## src/rtl/id_stage_pipe.sv

```systemverilog
// id_stage_pipe: 16-bit MIPS decode stage with a bypassed register file, zero-test branch
// resolution, a load-use stall, a one-slot wrong-path squash and the ID/EX register.
`default_nettype none

module id_stage_pipe #(
  parameter int DATA_W     = 16,
  parameter int RADDR_W    = 3,
  parameter int IMM_W      = 6,
  parameter int ST_SRC_LSB = 9,
  parameter int ZERO_REG   = 1
) (
  input  logic               clk,
  input  logic               rst,
  input  logic               in_valid,
  input  logic [DATA_W-1:0]  inst,
  input  logic [DATA_W-1:0]  pc,
  input  logic [RADDR_W-1:0] read1_addr,
  input  logic [RADDR_W-1:0] read2_addr,
  input  logic               mem_store,
  input  logic               br_comm,
  input  logic               br_mode,
  input  logic               ex_mem_read,
  input  logic [RADDR_W-1:0] ex_dest_addr,
  input  logic               wb_wr_en,
  input  logic [RADDR_W-1:0] wb_address_input,
  input  logic [DATA_W-1:0]  wb_data_input,
  input  logic [RADDR_W-1:0] test_reg_selector,
  output logic [DATA_W-1:0]  test_selected_reg,
  output logic               stall,
  output logic               br_perform,
  output logic [DATA_W-1:0]  pc_branched,
  output logic               ex_valid,
  output logic [DATA_W-1:0]  ex_inst,
  output logic [DATA_W-1:0]  ex_read1,
  output logic [DATA_W-1:0]  ex_read2,
  output logic [DATA_W-1:0]  ex_imm,
  output logic [DATA_W-1:0]  ex_pc
);

  localparam int NREG = 2 ** RADDR_W;

  logic [DATA_W-1:0]  regs [NREG];
  logic               squash;
  logic [RADDR_W-1:0] src2;
  logic [DATA_W-1:0]  read1;
  logic [DATA_W-1:0]  read2;
  logic [DATA_W-1:0]  imm;
  logic               eff_valid;
  logic               wb_ok;
  logic               zero1;
  logic               zero2;
  logic               dest_zero;
  logic               dest_hit;

  // A write-back to the hard-wired zero register is neither stored nor bypassed.
  assign wb_ok     = wb_wr_en && !((ZERO_REG != 0) && (wb_address_input == '0));
  assign src2      = mem_store ? inst[ST_SRC_LSB +: RADDR_W] : read2_addr;
  assign zero1     = (ZERO_REG != 0) && (read1_addr == '0);
  assign zero2     = (ZERO_REG != 0) && (src2 == '0);
  assign dest_zero = (ZERO_REG != 0) && (ex_dest_addr == '0);

  assign read1 = zero1 ? '0 :
                 (wb_ok && (wb_address_input == read1_addr)) ? wb_data_input : regs[read1_addr];
  assign read2 = zero2 ? '0 :
                 (wb_ok && (wb_address_input == src2)) ? wb_data_input : regs[src2];

  assign test_selected_reg = ((ZERO_REG != 0) && (test_reg_selector == '0)) ? '0
                                                                            : regs[test_reg_selector];

  assign imm         = {{(DATA_W - IMM_W){inst[IMM_W-1]}}, inst[IMM_W-1:0]};
  assign pc_branched = pc + DATA_W'(1) + imm;

  assign eff_valid = in_valid & ~squash;
  assign dest_hit  = (ex_dest_addr == read1_addr) || (ex_dest_addr == src2);
  assign stall     = ~rst & eff_valid & ex_valid & ex_mem_read & dest_hit & ~dest_zero;
  assign br_perform = ~rst & eff_valid & ~stall & br_comm & (br_mode ? (|read1) : ~(|read1));

  always_ff @(posedge clk or posedge rst) begin
    if (rst) begin
      for (int i = 0; i < NREG; i++) regs[i] <= '0;
    end else if (wb_ok) begin
      regs[wb_address_input] <= wb_data_input;
    end
  end

  // br_perform already excludes stall cycles, so a stall never arms the squash.
  always_ff @(posedge clk or posedge rst) begin
    if (rst) begin
      squash   <= 1'b0;
      ex_valid <= 1'b0;
      ex_inst  <= '0;
      ex_read1 <= '0;
      ex_read2 <= '0;
      ex_imm   <= '0;
      ex_pc    <= '0;
    end else begin
      squash <= br_perform;
      if (eff_valid && !stall) begin
        ex_valid <= 1'b1;
        ex_inst  <= inst;
        ex_read1 <= read1;
        ex_read2 <= read2;
        ex_imm   <= imm;
        ex_pc    <= pc;
      end else begin
        ex_valid <= 1'b0;
        ex_inst  <= '0;
        ex_read1 <= '0;
        ex_read2 <= '0;
        ex_imm   <= '0;
        ex_pc    <= '0;
      end
    end
  end

endmodule

`default_nettype wire
```

## config.mk

```make
export PLATFORM = sky130hd
export DESIGN_NAME = id_stage_pipe
export DESIGN_NICKNAME = d
export VERILOG_FILES = /design/src/rtl/id_stage_pipe.sv
export SDC_FILE = /design/constraint.sdc
export NUM_CORES = 1
export LEC_CHECK = 0
export CORE_UTILIZATION = 50
export CTS_BUF_LIST = sky130_fd_sc_hd__clkbuf_2 sky130_fd_sc_hd__clkbuf_4 sky130_fd_sc_hd__clkbuf_8
export DETAILED_ROUTE_END_ITERATION = 6
export GPL_TIMING_DRIVEN = 0
export PLACE_DENSITY = 0.73
export SYNTH_ARGS = -nofsm -noshare
export SYNTH_HDL_FRONTEND = slang
export SYNTH_SLANG_ARGS = --single-unit
```

## constraint.sdc

```tcl
create_clock -name clk -period 9.1 [get_ports clk]
set_input_delay 2.275 -clock clk [delete_from_list [all_inputs] [get_ports clk]]
set_output_delay 2.275 -clock clk [all_outputs]
set_load 0.05 [all_outputs]
```

# After elaboration in Yosys (flattened, before gate mapping)
# Index checks and enable logic that the tools add are counted.
# word_totals
output_inout_bits,115
inputBits,71
reg_bits,210
wordCells,83
# classes
add_sub_neg,2
n_reduce_logical,14
magnitude_cmp,5
mux,25
eq_ne,4
n_bitwise,18
# ops
cell,count
16-bit two-way mux,17
16-bit binary-select mux with 3-bit select,3
128-bit bitwise mux,1
16-bit demux with 3-bit select,1
"16-bit by 1-bit adder with 16-bit output, second input constant",1
16-bit adder,1
"4-bit >= comparator, second input constant",4
3-bit inverter with 4-bit output,4
16-bit OR reduction,1
3-bit zero test,5
3-bit == test,4
1-bit bitwise AND,9
1-bit logical AND,5
1-bit inverter,5
"4-bit by 1-bit < comparator with 1-bit output, second input constant",1
3-bit two-way mux,1
1-bit zero test,2
1-bit two-way mux,2
1-bit logical OR,1

# Depth between registers and ports, before layout
# Gate-level depths: netlist of run 1.
# logic_depth
ltp_word,11
mapped_depth,12
depth_no_buf,11

# Worst setup path after synthesis of run 1
# OpenSTA, ideal clock, no wires.
# synth_timing
path_kind,input port to output port
start,input inst[1]
end,output pc_branched[13]
arrival_time_ns,5.743
slack_ns,1.082
required_ns,6.825
path_buffers,0
stages,8
path_cell_list,ha_1 > nor2b_1 > o31a_1 > o211ai_1 > a21oi_1 > a2111oi_0 > nor2_1 > o311ai_0
# synth_via
elab_chain_len,1
# synth_rtl
element,line_no,rtl
start: declaration,15,"input logic [DATA_W-1:0] inst,"
16-bit adder,71,assign pc_branched = pc + DATA_W'(1) + imm;
end: declaration,31,"output logic [DATA_W-1:0] pc_branched,"
# No other way between the ends.

# Worst setup path after layout of run 1
# layout_timing
start,input read1_addr[2]
end,output br_perform
# layout_via
elab_chain_len,10
word_cells_on_any_way,20
cone_classes,eq/ne (2); mux (6); bitwise (8); reduce/logical (4)
# layout_rtl
element,line_no,rtl
start: declaration,17,"input logic [RADDR_W-1:0] read1_addr,"
3-bit inverter with 4-bit output (not written as such),63,(wb_ok && (wb_address_input == read1_addr)) ? wb_data_input : regs[read1_addr];
16-bit binary-select mux with 3-bit select,63,
16-bit two-way mux (not written as such) (2 in series),63,
16-bit two-way mux,63,
16-bit two-way mux,62,assign read1 = zero1 ? '0 :
16-bit OR reduction,76,assign br_perform = ~rst & eff_valid & ~stall & br_comm & (br_mode ? (|read1) : ~(|read1));
1-bit inverter,76,
1-bit two-way mux,76,
1-bit bitwise AND *,76,
end: declaration,30,"output logic br_perform,"
# Every way passes the cells marked *; elsewhere a longest branch is shown, timed or not. The select of a mux whose other input is x is not followed.

==> results of run 1 <==
==> cell usage after synthesis, drive strengths merged (13+ instances only) <==
library cell,number
nor2,58
a221oi,16
nand4b,13
a21oi,30
nand2,137
mux4,32
and2,32
a31oi,18
o21ai,18
a311oi,17
a22oi,16
mux2i,36
and3,22
buf,56
mux2,132
nand3,48
ha,15
inv,29
clkbuf,75
a211oi,21
dfrtp,194
==> cells in the final DEF (no fill, tap or decap), types with 4 or more instances in the layout <==
cell,Yosys,routed
sky130_fd_sc_hd__a311oi_1,17,17
sky130_fd_sc_hd__or3_1,6,6
sky130_fd_sc_hd__a211oi_2,10,10
sky130_fd_sc_hd__a21oi_1,30,30
sky130_fd_sc_hd__buf_4,17,17
sky130_fd_sc_hd__mux2i_1,34,34
sky130_fd_sc_hd__nand4b_1,13,13
sky130_fd_sc_hd__inv_1,28,27
sky130_fd_sc_hd__o21ai_0,18,18
sky130_fd_sc_hd__xnor2_1,12,12
sky130_fd_sc_hd__inv_6,0,4
sky130_fd_sc_hd__a211oi_1,11,11
sky130_fd_sc_hd__mux2_2,132,132
sky130_fd_sc_hd__nand2_1,136,136
sky130_fd_sc_hd__a21o_1,7,7
sky130_fd_sc_hd__o221a_2,8,8
sky130_fd_sc_hd__buf_2,16,16
sky130_fd_sc_hd__nand2b_1,4,4
sky130_fd_sc_hd__nor3_1,7,6
sky130_fd_sc_hd__nand4_1,5,5
sky130_fd_sc_hd__and2_1,32,32
sky130_fd_sc_hd__nor2_1,58,58
sky130_fd_sc_hd__nor2b_1,4,4
sky130_fd_sc_hd__a221oi_1,16,16
sky130_fd_sc_hd__buf_1,21,21
sky130_fd_sc_hd__clkdlybuf4s50_1,0,163
sky130_fd_sc_hd__clkbuf_1,72,72
sky130_fd_sc_hd__a22oi_1,16,16
sky130_fd_sc_hd__mux4_2,32,32
sky130_fd_sc_hd__nand3_1,48,48
sky130_fd_sc_hd__xor2_1,7,7
sky130_fd_sc_hd__and3_1,22,22
sky130_fd_sc_hd__o21a_1,9,9
sky130_fd_sc_hd__dfrtp_1,194,194
sky130_fd_sc_hd__a31oi_1,18,18
sky130_fd_sc_hd__ha_1,15,15
sky130_fd_sc_hd__o221ai_1,4,4
sky130_fd_sc_hd__clkbuf_8,0,21
==> metrics by stage <==
step | utilization (%) | worst slack (ns) | total power, uW | hold WS, ns | cells
6_report | 61.9 | 0.613 | 2700 | 0.494 | 1601
5_1_grt | 61.9 | 0.572 | 2820 | 0.499 | 1601
4_1_cts | 61.9 | 0.680 | 2690 | 0.491 | 1601
3_5_place_dp | 60.0 | 0.695 | 2090 | 0.469 | 1569
3_3_place_gp | 59.8 | -1.12 | 2060 | 0.463 | 1568
2_1_floorplan | - | 1.08 | 1770 | 0.446 | 1120
==> worst paths after layout <==
kind	startpoint	endpoint	depth (start not counted)
hold reg to reg	regs[118]	regs[118]	1
setup reg to reg	regs[84]	squash	6
hold / removal	regs[118]	regs[118]	1
min in group asynchronous	rst	ex_pc[2]	2
setup / recovery	read1_addr[2]	br_perform	10
max in group asynchronous	rst	regs[39]	3
==> where the power goes <==
group	internal (uW)	switching, uW	total, uW
clock	280	336	616
sequential	996	126	1120
combinational	405	559	964
==> metal layers <==
layer	track usage, %	up-vias	part of all wire, %
li1	-	4393	-
met5	0	-	0
met1	44.9	5040	41
met3	4.34	98	7.7
met2	50.6	581	47
met4	13.9	0	4.0
==> logic make-up after synthesis <==
family	after synthesis	share of synthesized area, %
compound gates	186	12.1
xor+xnor	19	1.44
fa+ha+maj	16	1.79
buf+inv	160	6.09
flops	194	41.9
mux	200	22.4
simple gates	345	14.3
==> critical path, cell delays in order <==
cell and delay, ns:
sky130_fd_sc_hd__clkdlybuf4s50_1 0.57, sky130_fd_sc_hd__nor2_1 0.59, sky130_fd_sc_hd__buf_2 0.39, sky130_fd_sc_hd__a22oi_1 0.18
sky130_fd_sc_hd__o21a_1 0.17, sky130_fd_sc_hd__o21ai_0 0.27, sky130_fd_sc_hd__nand4_1 0.17, sky130_fd_sc_hd__nor4_1 0.40
sky130_fd_sc_hd__mux2i_1 0.31, sky130_fd_sc_hd__clkdlybuf4s50_1 0.87
==> area by class of cell <==
cell class,count,share of cell area (%)
buffer,131,4.23
clock buffer,21,2.06
clock inverter,11,1.02
inverter,29,0.846
multi-input combinational,766,42.9
sequential,194,34.6
tap,285,2.54
timing repair buffer,164,11.8
==> registers in the layout, indices dropped and copies added, names as in the netlist <==
| signal | flops |
|---|---|
| ex_valid | 1 |
| regs | 128 |
| ex_read1 | 16 |
| ex_pc | 16 |
| squash | 1 |
| ex_imm | 6 |
| ex_read2 | 16 |
| ex_inst | 10 |
==> impl_metrics.py, run 1 <==
metrics = {
    "status": {
        "run_status": "complete, no violations",
    },
    "synthesis": {
        "synth_area_um2": 11600,
        "synth_top_area_share_pct": 41.9,
        "ys_dominant_reg_cell": "sky130_fd_sc_hd__dfrtp_1",
        "post_synth_inst_count": 1120,
        "proportion_of_synthesized_chip_area_in_sequential_cells_pct": 41.9,
        "ys.warnings.count": 0,
        "post_synth_num_cell_types": 60,
        "async_reset_ff_share_pct": 100,
        "synth-edff-count": 0,
        "syn_avg_cell_area_um2": 10.3,
        "ys_seq_elements": 194,
        "synth.top_cells.by_area": "sky130_fd_sc_hd__dfrtp_1 42%, sky130_fd_sc_hd__mux2_2 13%, sky130_fd_sc_hd__mux4_2 6.2%",
        "postSynthNetCount": 1207,
        "synth_top_area_cell": "sky130_fd_sc_hd__dfrtp_1",
    },
    "global_route": {
        "grt_antenna_before_repair": 0,
        "globalRouteTotalUtil_pct": 32.2,
        "grt_first_pass_wirelength_um": 57300,
        "gr-total-overflow": 0,
        "grt_start_max_net_pins": 114,
        "grt_pass1_vias": 9773,
    },
    "power_and_ir_drop": {
        "powerDensity_nw_per_um2": 192,
        "total_leakage_power_uw": 0.00593,
        "vdd_drop_max_mv": 0.114,
    },
    "worst_setup_path": {
        "timing.setup.critical_path_class": "primary input to primary output",
        "cp.arrival_ns": 6.21,
        "timing.critical_path.fanout_max": 10,
        "regToRegSetupSlack_ns": 6.67,
        "required_worst_endpoint_ns": 6.83,
        "startpoint_type": "primary input",
        "critPathCaptureType": "primary output",
    },
    "die": {
        "initial_utilization_pct": 51.0,
        "i_o_pin_count": 186,
        "floorplan.die.width_um": 154,
        "die_area_um2": 23800,
        "die_y_um": 154,
        "core_um2": 22700,
        "floorplan.rows": 55,
    },
    "final_layout": {
        "reg_area_um2": 4850,
        "area_delta_synth_final_pct": 21.2,
        "num_antenna_cells": 0,
        "drive_above_1_share_pct": 20.0,
        "multi_input_comb_area_um2": 6030,
        "fillers": 1893,
        "fin_nets": 1390,
        "stdcell_area_um2": 14000,
    },
    "timing": {
        "rsz0062_at_grt": "false",
        "final.min_clock_period_ns": 8.49,
        "fin_setup_tns_ns": 0,
        "worst-slew-pin-transition_ns": 1.14,
        "report.final.slew_viol_count": 0,
        "slew-limit-headroom_pct": 24.0,
        "finalClockSkew_ns": 0.0217,
        "setup_viol_count_final": 0,
        "post-route-period-util_pct": 93.3,
        "timing.final.hold_violations": 0,
        "max_clock_freq_ghz": 0.118,
    },
    "clocking": {
        "ctsRootBufferMaster": "sky130_fd_sc_hd__clkbuf_8",
        "clock_tree.buffer_depth": 2,
        "cts_buffers": 17,
        "path_clk_slew_ns": 0.10,
        "postCtsResizedCells": 0,
        "clkSinkCount": 194,
        "hold_buffer_count_at_cts": 0,
        "ctsHtreeMaxLevel": 4,
        "postCtsSetupBuffers": 0,
        "clk-insertion-delay-late_ns": 0.50,
        "tritoncts_clock_tree": "built",
    },
    "worst_hold_path": {
        "holdCritPathClass": "register to register",
    },
    "place": {
        "placed_area_um2": 13600,
        "place.detailed.hpwl_um": 27100,
        "port_buffers": 163,
        "gp_congestion": 0.964,
    },
    "job": {
        "drv_cap": 0,
    },
    "route": {
        "dr.first_iter.drc_count": 1061,
        "drt-vias-per-instance": 6.32,
        "drt_drc_violations_left": 0,
        "drt_pass1_iterations": 6,
        "wl_per_cell_um": 23.2,
        "drt_wl_total_um": 37100,
        "detail-route-antenna-nets": 0,
        "detailroute.via_count": 10100,
    },
}
Note: power is estimated with default switching activity, not from simulation.
==> inputs of run 2 (changes only) <==
Settings changed: CORE_MARGIN from default to 5, PLACE_DENSITY 0.73 to 0.76, SLEW_MARGIN from default to 40.
Clock period 9.1 ns to 7.7 ns, I/O delays scaled along.
==> impl_metrics.py, run 2 (synthesis results as in run 1) <==
metrics = {
    "place": {
        "place.detailed.hpwl_um": 28300,
        "preCtsSetupSlack_ns": -0.117,
        "port_buffers": 163,
        "post-place-cells": 1571,
        "gp_congestion": 0.923,
    },
    "worst_setup_path": {
        "r2r_end": "squash",
        "critPathCaptureType": "primary output",
        "required_worst_endpoint_ns": 5.78,
        "worst_r2r_startpoint": "regs[2]",
        "worst_path_max_stage_delay_ns": 0.59,
        "timing.critical_path.max_delay_family": "buffers and inverters",
        "critical_path_cell_count": 10,
        "timing.reg2reg.worst_path_depth": 6,
        "regToRegSetupSlack_ns": 5.24,
        "cp_cell_sequence": "clkdlybuf4s50_1, nor2b_1, buf_2, a22oi_1, o21a_1, o21ai_0, nand4_1, nor4_1, mux2i_1, dlygate4sd2_1",
        "timing.critical_path.fanout_max": 10,
        "timing.setup.critical_path_class": "primary input to primary output",
        "startpoint_type": "primary input",
        "cp.arrival_ns": 5.59,
        "worst-path-buf-inv": 3,
        "cp_slowest_cell": "sky130_fd_sc_hd__clkdlybuf4s50_1",
    },
    "final_layout": {
        "most_frequent_standard_cell_in_the_layout_excluding_fill_and_tap_cells": "sky130_fd_sc_hd__dfrtp_1",
        "largest_register_ff_count": 128,
        "max_flop_register": "regs",
        "fin_nets": 1392,
        "reg_area_um2": 4850,
        "final_cell_mix": "194 x sky130_fd_sc_hd__dfrtp_1, 160 x sky130_fd_sc_hd__clkdlybuf4s50_1, 136 x sky130_fd_sc_hd__nand2_1",
        "num_antenna_cells": 0,
        "area_delta_synth_final_pct": 21.4,
        "fillers": 1863,
        "multi_input_comb_area_um2": 6050,
        "drive_above_1_share_pct": 20.4,
        "layoutNonFillerInstCount": 1601,
    },
    "route": {
        "drt_pass1_iterations": 7,
        "dr.first_iter.drc_count": 1228,
        "detailroute.via_count": 10200,
        "drt_drc_violations_left": 14,
        "wl_per_cell_um": 23.9,
        "detail-route-antenna-nets": 0,
        "drt-vias-per-instance": 6.36,
        "drt_wl_total_um": 38300,
    },
    "clocking": {
        "ctsRootBufferMaster": "sky130_fd_sc_hd__clkbuf_8",
        "cts_buffers": 17,
        "clock_tree.buffer_depth": 2,
        "clkSinkCount": 194,
        "hold_buffer_count_at_cts": 0,
        "tritoncts_clock_tree": "built",
        "ctsHtreeMaxLevel": 4,
        "path_clk_slew_ns": 0.10,
        "postCtsSetupBuffers": 0,
        "postCtsResizedCells": 2,
        "clk-insertion-delay-late_ns": 0.49,
    },
    "power_and_ir_drop": {
        "total_leakage_power_uw": 0.00597,
        "powerDensity_nw_per_um2": 226,
        "vdd_drop_max_mv": 0.147,
    },
    "timing": {
        "report.final.slew_viol_count": 0,
        "post-route-period-util_pct": 97.5,
        "worst-slew-pin-transition_ns": 0.858,
        "final_critical_path_setup_slack_ns": 0.190,
        "setup_viol_count_final": 0,
        "rsz0062_at_grt": "false",
        "timing.final.hold_violations": 0,
        "final.min_clock_period_ns": 7.51,
        "slew-limit-headroom_pct": 42.8,
        "finalClockSkew_ns": 0.0222,
        "max_clock_freq_ghz": 0.133,
    },
    "status": {
        "run_status": "complete, but fails checks",
        "violations_in_the_final_reports": "design-rule violations",
    },
    "die": {
        "i_o_pin_count": 186,
        "initial_utilization_pct": 51.0,
        "core_um2": 22700,
        "floorplan.die.width_um": 162,
        "die_area_um2": 26300,
        "floorplan.rows": 55,
        "die_y_um": 162,
    },
    "worst_hold_path": {
        "holdCritPathClass": "register to register",
        "holdCritStartpoint": "regs[126]",
        "hold_path_depth": 1,
        "hold_path_end": "regs[126]",
    },
    "global_route": {
        "globalRouteTotalUtil_pct": 28.9,
        "grt_start_max_net_pins": 71,
        "grt_antenna_before_repair": 1,
        "grt_pass1_vias": 9856,
        "gr-total-overflow": 0,
        "grt_first_pass_wirelength_um": 58600,
    },
    "job": {
        "drv_cap": 0,
    },
}
run 2: changes by cell type in the layout (fill, tap and decap cells not counted), sizes merged:
cell	change
inv	+1
clkdlybuf4s50	-3
clkinv	-2
buf	+2
clkinvlp	+2
clkbuf	-3
dlygate4sd2	+1
dlymetal6s2s	+2
run 2: worst max-delay path by stage:
stage / from / endpoint
after floorplan: inst[1] / pc_branched[13]
after global placement: rst / ex_read2[11]
after detailed placement: read1_addr[2] / br_perform
after CTS: inst[1] / pc_branched[15]
after global routing: wb_address_input[2] / br_perform
final: read1_addr[2] / br_perform
run 2: final cells by class:
| type | instances | share of cell area, % |
|---|---|---|
| clock inverter | 12 | 1.07 |
| timing repair buffer | 166 | 12.1 |
| buffer | 131 | 4.26 |
| multi-input combinational | 766 | 43.0 |
| inverter | 29 | 0.845 |
| tap | 285 | 2.53 |
| sequential | 194 | 34.5 |
| clock buffer | 18 | 1.76 |
run 2: report_power, final:
group	switching, uW	internal [uW]
Combinational	668	481
Clock	398	303
Sequential	150	1180
Total	1220	1960
run 2: per-layer routing:
metal  wire length (um)  part of all wire [%]  track usage [%]
met1              15200                    40             39.8
met2              18300                    48             45.8
met3               3090                   8.1             4.67
met4               1620                   4.2             11.9
met5                 12                 0.031                0
run 2: stage by stage:
| stage | util, % | power (uW) | hold slack, ns | TNS [ns] | area [um2] |
|---|---|---|---|---|---|
| 2_1_floorplan | - | 2100 | 0.446 | 0 | 11600 |
| 3_3_place_gp | 59.8 | 2440 | 0.459 | -408.97 | 13600 |
| 3_5_place_dp | 60.2 | 2480 | 0.469 | -0.117 | 13700 |
| 4_1_cts | 61.9 | 3160 | 0.490 | 0 | 14100 |
| 5_1_grt | 62.0 | 3300 | 0.510 | 0 | 14100 |
| 6_report | 62.0 | 3180 | 0.489 | 0 | 14100 |
==> inputs of run 3 (changes only) <==
Settings changed: CTS_CLUSTER_DIAMETER from default to 120, PLACE_DENSITY 0.76 to 0.73.
Clock period 7.7 ns to 8.7 ns, I/O delays scaled along.
==> impl_metrics.py, run 3 (synthesis results as in run 1) <==
metrics = {
    "die": {
        "floorplan.die.width_um": 162,
        "core_um2": 22700,
        "die_y_um": 162,
        "i_o_pin_count": 186,
        "floorplan.rows": 55,
        "die_area_um2": 26300,
        "initial_utilization_pct": 51.0,
    },
    "timing": {
        "slew-limit-headroom_pct": 42.5,
        "report.final.slew_viol_count": 0,
        "timing.hold.ws_ns": 0.494,
        "fin_setup_tns_ns": 0,
        "post-route-period-util_pct": 95.1,
        "rsz0062_at_grt": "false",
        "timing.final.hold_violations": 0,
        "worst-slew-pin-transition_ns": 0.862,
        "setup_viol_count_final": 0,
        "max_clock_freq_ghz": 0.121,
        "finalClockSkew_ns": 0.0163,
        "final.min_clock_period_ns": 8.27,
    },
    "place": {
        "port_buffers": 163,
        "gp_congestion": 0.956,
        "place.detailed.hpwl_um": 28000,
        "placed_area_um2": 13700,
    },
    "worst_hold_path": {
        "holdCritStartpoint": "regs[126]",
        "holdCritPathClass": "register to register",
    },
    "status": {
        "run_status": "complete, no violations",
    },
    "worst_setup_path": {
        "timing.setup.critical_path_class": "primary input to primary output",
        "critical_path.startpoint": "read1_addr[2]",
        "required_worst_endpoint_ns": 6.53,
        "critPathCaptureType": "primary output",
        "timing.critical_path.fanout_max": 10,
        "cp.arrival_ns": 6.10,
        "startpoint_type": "primary input",
        "worst_r2r_startpoint": "regs[2]",
    },
    "route": {
        "drt_wl_total_um": 37900,
        "detailroute.via_count": 10100,
        "drt-vias-per-instance": 6.32,
        "detail-route-antenna-nets": 0,
        "drt_pass1_iterations": 6,
        "wl_per_cell_um": 23.7,
        "dr.first_iter.drc_count": 1183,
        "drt_drc_violations_left": 0,
    },
    "clocking": {
        "tritoncts_clock_tree": "built",
        "ctsRootBufferMaster": "sky130_fd_sc_hd__clkbuf_8",
        "clk-insertion-delay-late_ns": 0.50,
        "ctsHtreeMaxLevel": 4,
        "postCtsSetupBuffers": 0,
        "clock_tree.buffer_depth": 2,
        "clkSinkCount": 194,
        "cts_buffers": 17,
        "hold_buffer_count_at_cts": 0,
        "postCtsResizedCells": 0,
        "path_clk_slew_ns": 0.10,
    },
    "power_and_ir_drop": {
        "power.share.combinational_pct": 36.4,
        "p_total_uw": 2780,
        "power.internal_uw": 1710,
        "power.net_switching_uw": 1070,
        "total_leakage_power_uw": 0.00594,
        "powerDensity_nw_per_um2": 198,
        "power.share.sequential_pct": 42.1,
        "vdd_drop_max_mv": 0.111,
        "clkPwrFrac_pct": 21.4,
        "power_switching_share_pct": 38.5,
    },
    "final_layout": {
        "final_cell_mix": "194 x sky130_fd_sc_hd__dfrtp_1, 163 x sky130_fd_sc_hd__clkdlybuf4s50_1, 136 x sky130_fd_sc_hd__nand2_1",
        "fin_nets": 1392,
        "stdcell_area_um2": 14000,
        "most_frequent_standard_cell_in_the_layout_excluding_fill_and_tap_cells": "sky130_fd_sc_hd__dfrtp_1",
        "area_delta_synth_final_pct": 21.2,
        "max_flop_register": "regs",
        "drive_above_1_share_pct": 20.3,
        "largest_register_ff_count": 128,
        "num_antenna_cells": 0,
    },
    "global_route": {
        "grt_pass1_vias": 9995,
        "globalRouteTotalUtil_pct": 29.1,
        "grt_antenna_before_repair": 1,
        "grt_start_max_net_pins": 80,
        "gr-total-overflow": 0,
        "grt_first_pass_wirelength_um": 59000,
    },
    "job": {
        "drv_cap": 0,
    },
}
run 3: cell type report:
class	instances	area, um2
Timing Repair Buffer	166	1690
Tap cell	285	357
Multi-Input combinational cell	766	6040
Inverter	29	119
Clock buffer	19	255
Fill cell	1903	8660
Sequential cell	194	4850
Clock inverter	13	126
Buffer	131	598
run 3: critical path, stage by stage:
cell	delay, ns
sky130_fd_sc_hd__clkdlybuf4s50_1	0.53
sky130_fd_sc_hd__nor2_1	0.52
sky130_fd_sc_hd__buf_2	0.41
sky130_fd_sc_hd__a22oi_1	0.18
sky130_fd_sc_hd__o21a_1	0.18
sky130_fd_sc_hd__o21ai_0	0.31
sky130_fd_sc_hd__nand4_1	0.17
sky130_fd_sc_hd__nor4_1	0.46
sky130_fd_sc_hd__mux2i_1	0.29
sky130_fd_sc_hd__clkdlybuf4s50_1	0.85
run 3: worst paths after layout:
check                              endpoint  slack (ns)  cells after the start
worst max-delay path             br_perform        0.43                     10
worst min-delay path              regs[126]        0.49                      1
worst max register to register       squash        6.15                      6
worst min register to register    regs[126]        0.49                      1
max in group asynchronous       ex_read2[0]        5.51                      4
min in group asynchronous         ex_imm[4]        2.09                      2
run 3: routing by layer:
layer / part of all wire [%] / GRT usage (%) / vias up
li1: - / - / 4405
met4: 3.9 / 12.5 / 2
met3: 7.5 / 4.87 / 101
met5: 0.034 / 0 / -
met1: 40 / 39.7 / 5070
met2: 48 / 46.2 / 551
run 3: power groups by stage:
stage,logic (uW),clock network [uW],registers (uW)
global route,1070,636,1190
floorplan,615,0,1240
finish,1010,596,1170
detailed placement,1010,0,1180
CTS,1010,603,1170
global placement,988,0,1180
run 3: through the flow:
step	instances	setup slack (ns)	utilization [%]
CTS	1603	0.467	61.8
floorplan	1120	0.882	-
global placement	1568	-1.40	59.8
global route	1603	0.197	61.9
finish	1603	0.430	61.9
detailed placement	1571	0.485	60.2
